===== config.mk =====
export PLATFORM = sky130hd
export DESIGN_NAME = hazard_stall_unit
export DESIGN_NICKNAME = d
export VERILOG_FILES = /design/src/rtl/hazard_stall_unit.sv
export SDC_FILE = /design/constraint.sdc
export NUM_CORES = 1
export LEC_CHECK = 0
export CAP_MARGIN = 25
export CORE_UTILIZATION = 50
export DETAILED_ROUTE_END_ITERATION = 16
export GPL_TIMING_DRIVEN = 0
export PLACE_DENSITY = 0.87
export SYNTH_ARGS = -nofsm -noshare
export SYNTH_HDL_FRONTEND = slang
export SYNTH_SLANG_ARGS = --single-unit

===== constraint.sdc =====
create_clock -name i_clk -period 3.25 [get_ports i_clk]
set_input_delay 0.4875 -clock i_clk [delete_from_list [all_inputs] [get_ports i_clk]]
set_output_delay 0.4875 -clock i_clk [all_outputs]
set_load 0.02 [all_outputs]

===== src/rtl/hazard_stall_unit.sv =====
// Stall/flush controller for the 5-stage pipe: load-use bubbles, ID-stage redirect flushes
// and whole-pipe freezes on data-memory waits, with timeout and saturating perf counters.
module hazard_stall_unit #(
    parameter int CNT_W   = 16,
    parameter int TIMEOUT = 64
) (
    input  logic             i_clk,
    input  logic             i_rst,
    input  logic [4:0]       i_rs_ifid,
    input  logic [4:0]       i_rt_ifid,
    input  logic             i_uses_rt_ifid,
    input  logic             i_mem_read_idex,
    input  logic [4:0]       i_rt_idex,
    input  logic             i_branch_taken_id,
    input  logic             i_jump_id,
    input  logic             i_mem_access_exmem,
    input  logic             i_mem_ready,
    input  logic             i_clear_counters,
    output logic             o_pc_write,
    output logic             o_ifid_write,
    output logic             o_ifid_flush,
    output logic             o_idex_write,
    output logic             o_idex_flush,
    output logic             o_exmem_write,
    output logic             o_memwb_bubble,
    output logic [CNT_W-1:0] o_stall_count,
    output logic [CNT_W-1:0] o_flush_count,
    output logic             o_mem_timeout,
    output logic             o_halted
);
    localparam int WC_W = $clog2(TIMEOUT + 1);

    typedef enum logic [1:0] {S_RUN, S_WAIT, S_HALT} state_t;

    state_t           r_state, w_state_nxt;
    logic [WC_W-1:0]  r_wait_cnt, w_wait_nxt;
    logic [CNT_W-1:0] r_stall_cnt, r_flush_cnt;
    logic             r_timeout;
    logic             w_timeout_set;
    logic             w_freeze;
    logic             w_lu;
    logic             w_redirect;

    assign w_lu = i_mem_read_idex && (i_rt_idex != 5'd0) &&
                  ((i_rt_idex == i_rs_ifid) || (i_uses_rt_ifid && (i_rt_idex == i_rt_ifid)));
    assign w_redirect = i_branch_taken_id || i_jump_id;

    always_comb begin
        w_state_nxt   = r_state;
        w_wait_nxt    = r_wait_cnt;
        w_timeout_set = 1'b0;
        w_freeze      = 1'b0;
        case (r_state)
            S_RUN: begin
                w_freeze = i_mem_access_exmem && !i_mem_ready;
                if (w_freeze) begin
                    w_state_nxt = S_WAIT;
                    w_wait_nxt  = WC_W'(1);
                end
            end
            S_WAIT: begin
                // Once the access is in flight only mem_ready matters.
                w_freeze = !i_mem_ready;
                if (i_mem_ready) begin
                    w_state_nxt = S_RUN;
                    w_wait_nxt  = '0;
                end else if (r_wait_cnt == WC_W'(TIMEOUT - 1)) begin
                    w_state_nxt   = S_HALT;
                    w_wait_nxt    = '0;
                    w_timeout_set = 1'b1;
                end else begin
                    w_wait_nxt = r_wait_cnt + WC_W'(1);
                end
            end
            S_HALT: w_freeze = 1'b1;
            default: begin
                w_state_nxt = S_RUN;
                w_wait_nxt  = '0;
            end
        endcase
    end

    always_comb begin
        o_pc_write     = 1'b1;
        o_ifid_write   = 1'b1;
        o_ifid_flush   = 1'b0;
        o_idex_write   = 1'b1;
        o_idex_flush   = 1'b0;
        o_exmem_write  = 1'b1;
        o_memwb_bubble = 1'b0;
        if (i_rst) begin
            o_pc_write    = 1'b0;
            o_ifid_write  = 1'b0;
            o_idex_write  = 1'b0;
            o_exmem_write = 1'b0;
        end else if (w_freeze) begin
            o_pc_write     = 1'b0;
            o_ifid_write   = 1'b0;
            o_idex_write   = 1'b0;
            o_exmem_write  = 1'b0;
            o_memwb_bubble = 1'b1;
        end else if (w_lu) begin
            // Branch operands are not ready yet, so a concurrent redirect waits.
            o_pc_write   = 1'b0;
            o_ifid_write = 1'b0;
            o_idex_flush = 1'b1;
        end else if (w_redirect) begin
            o_ifid_flush = 1'b1;
        end
    end

    always_ff @(posedge i_clk) begin
        if (i_rst) begin
            r_state     <= S_RUN;
            r_wait_cnt  <= '0;
            r_stall_cnt <= '0;
            r_flush_cnt <= '0;
            r_timeout   <= 1'b0;
        end else begin
            r_state    <= w_state_nxt;
            r_wait_cnt <= w_wait_nxt;
            if (w_timeout_set) r_timeout <= 1'b1;
            if (i_clear_counters) begin
                r_stall_cnt <= '0;
                r_flush_cnt <= '0;
            end else begin
                if ((w_freeze || w_lu) && (r_stall_cnt != '1))
                    r_stall_cnt <= r_stall_cnt + CNT_W'(1);
                if (o_ifid_flush && (r_flush_cnt != '1))
                    r_flush_cnt <= r_flush_cnt + CNT_W'(1);
            end
        end
    end

    assign o_stall_count = r_stall_cnt;
    assign o_flush_count = r_flush_cnt;
    assign o_mem_timeout = r_timeout;
    assign o_halted      = (r_state == S_HALT);

endmodule


==> impl_metrics.tcl <==
set metrics [dict create \
    rows 24 \
    hold_buffers 0 \
    critPathLaunch "i_rt_idex[1]" \
    max_freq_mhz 324.9 \
    synth_top_family_by_area "simple AND/OR/NAND/NOR gates" \
    drt_iter0_drc 220 \
    timing.final.crit_share 0.9471 \
    instances_no_fill 410 \
    grt_pass1_wl_um 10370 \
    cts_tree "built" \
    synth.most_common_cell "dfxtp_1" \
    initial_core_util 0.5265 \
    cts-root-buf "clkbuf_8" \
    io_buffers 64 \
    synth_area_per_cell_um2 8.072 \
    cts_buffer_depth 2 \
    async_reset_ff_frac 0 \
    worst-r2r-cell-count 9 \
    netlist_top_cells_count "dfxtp_1, a21oi_1, nand3_1, nor2_1, nand2_1" \
    syn_area_um2 2308 \
    ios 65 \
    diodes 0 \
    synth_seq_area_share 0.3642 \
    synthTopCellsByArea "dfxtp_1, a21oi_1, or4_1, nand3_1, xnor2_1" \
    dp.cells 402 \
    min_path_cells 1 \
    synth_top_area_share 0.3642 \
    ys_ff_latch 42 \
    die_y_um 69.95 \
    dp_hpwl_um 4408 \
    clock_latency_ns 0.30 \
    die_area_um2 4892 \
    critPathMaxFanout 3 \
    grt-ovfl-total 0 \
    hold_start "r_wait_cnt[6]" \
    setup_tns_ns 0 \
    finalCriticalPeriod_ns 3.078 \
    pwr_density_cell_nw_per_um2 344.9 \
    synth.distinct_cells 46 \
    hold_path_end "r_wait_cnt[6]" \
    cp.required_ns 2.76 \
    status "finished, final reports clean" \
    drc 0 \
    total_power_mw 1.081 \
    synth_mux_area_frac 0.01301 \
    synth-compound-area-share 0.2152 \
    layout.nets 384 \
    setup_viol 0 \
    cts.repair.resized 0 \
    critPathKind "in -> out" \
    drv_slew 0 \
    wire_per_inst_um 14.77 \
    ant_nets 0 \
    irDropWorstVdd_uv 337.5 \
    fp.coreArea_um2 4384 \
    gr-usage-all-layers 0.2528 \
    ys.warnings.count 0 \
    synthAdderAreaFrac 0.01626 \
    grt_max_degree 15 \
    vias 2450 \
    cts_num_sinks 42 \
    r2r-end "o_stall_count[0]" \
    synthCells 286 \
    firstDrtPassIters 4 \
    hp-class "reg -> reg" \
    syn_nets 313 \
    clock_skew_ns 0.01136 \
    drive_above_1_share 0.06145 \
    viasPerCell 5.976 \
    slew_headroom 0.5675 \
    chipWidth_um 69.95 \
    endpoint_kind "primary output" \
    p_leak_nw 1.044 \
    synth_enable_flop_cells 0 \
    antenna_found_initial 0 \
    synth-simple-area-share 0.3062 \
    hold_viol 0 \
    cts_inserted_buffers 5 \
    cp.arrival_ns 2.59 \
    nFillCells 363 \
    rrSetupSlack_ns 0.66 \
    path_clk_slew_ns 0.08 \
    synth-xor-area-share 0.04553 \
    fin_util 0.7146 \
    drt-total-wl_um 6054 \
    htreeDepth 2 \
    worstMarginPinSlew_ns 0.6463 \
    synth_top_cell_by_area "dfxtp_1" \
    grt_pass1_vias 2355 \
    startpoint_type "input pin" \
    area_growth_syn_to_layout_pct 35.72 \
    synth-main-ff-cell "dfxtp_1" \
    r2r-start "o_stall_count[0]" \
    rsz0062_at_grt "no" \
    gp_congestion 0.8922 \
    cts_setup_buffers 0 \
    maxCapViolCount 0 \
]
-- final cells by class --
cell class | count | area (um^2) | share of cell area
clock inverter | 3 | 45.04 | 0.01438
multi-input combinational | 225 | 1376 | 0.4393
timing repair buffer | 64 | 645.6 | 0.2061
clock buffer | 5 | 68.82 | 0.02196
sequential | 42 | 840.8 | 0.2684
inverter | 6 | 22.52 | 0.007189
buffer | 13 | 68.82 | 0.02196
tap | 52 | 65.06 | 0.02077
-- flip-flops by register name, indices dropped and copies added, names as in the netlist --
name           count
r_wait_cnt         7
r_state            2
o_stall_count     16
o_flush_count     16
o_mem_timeout      1
-- metrics by stage --
step / worst slack (ns) / cell area (um^2) / hold WS (ns)
after floorplan: 0.9498 / 2308 / 0.4587
after global placement: 0.01039 / 3014 / 0.4600
after detailed placement: 0.007253 / 3014 / 0.4768
after CTS: 0.001604 / 3128 / 0.4877
after global routing: 0.09122 / 3133 / 0.5089
final: 0.1719 / 3133 / 0.4902
-- worst max path at each step --
stage / end / cells after the start / slack (ns)
6_report: o_ifid_write / 6 / 0.17
3_3_place_gp: o_ifid_flush / 7 / 0.01
4_1_cts: o_ifid_flush / 7 / 0.002
3_5_place_dp: o_ifid_flush / 7 / 0.007
2_1_floorplan: o_pc_write / 5 / 0.95
5_1_grt: o_ifid_write / 6 / 0.09
-- cell families (layout without fill, tap and decap cells) --
group | Yosys count | in the layout
AO/OA/AOI/OAI | 79 | 79
XOR/XNOR | 12 | 12
adder cells (fa/ha/maj) | 3 | 3
buffers and inverters | 19 | 91
flip-flops | 42 | 42
multiplexers | 3 | 3
AND/OR/NAND/NOR | 128 | 128
-- per-layer routing --
layer  track usage  share of wire
met1        0.3243           0.45
met2        0.4241           0.48
met3       0.04906          0.058
met4       0.08444         0.0073
met5             0              0
-- critical path: stages --
cell and delay, ns:
clkdlybuf4s50_1 0.46, or4_4 0.59, o21ai_4 0.17, nor2_1 0.09
nor2_1 0.17, clkdlybuf4s50_1 0.63
-- layout by cell type (no fill, tap or decap), types with 5 or more instances in the layout --
| cell | synthesis | layout |
|---|---|---|
| nand3_1 | 20 | 20 |
| or3_1 | 12 | 12 |
| clkbuf_1 | 7 | 7 |
| nand2_1 | 19 | 19 |
| o21ai_0 | 17 | 17 |
| or4_1 | 15 | 15 |
| and3_1 | 11 | 11 |
| dfxtp_1 | 42 | 42 |
| nor2_1 | 20 | 20 |
| inv_1 | 5 | 5 |
| nand4_1 | 7 | 7 |
| xnor2_1 | 11 | 11 |
| clkbuf_8 | 0 | 5 |
| a21oi_1 | 34 | 34 |
| o31ai_1 | 12 | 12 |
| nor3_1 | 5 | 5 |
| clkdlybuf4s50_1 | 0 | 62 |
-- report_power, final --
group | switching (mW) | internal (mW) | total, mW
logic | 0.0711 | 0.0664 | 0.138
registers | 0.00457 | 0.517 | 0.522
clock network | 0.193 | 0.229 | 0.421
total | 0.268 | 0.812 | 1.08
Note: power is estimated with default switching activity, not from simulation.
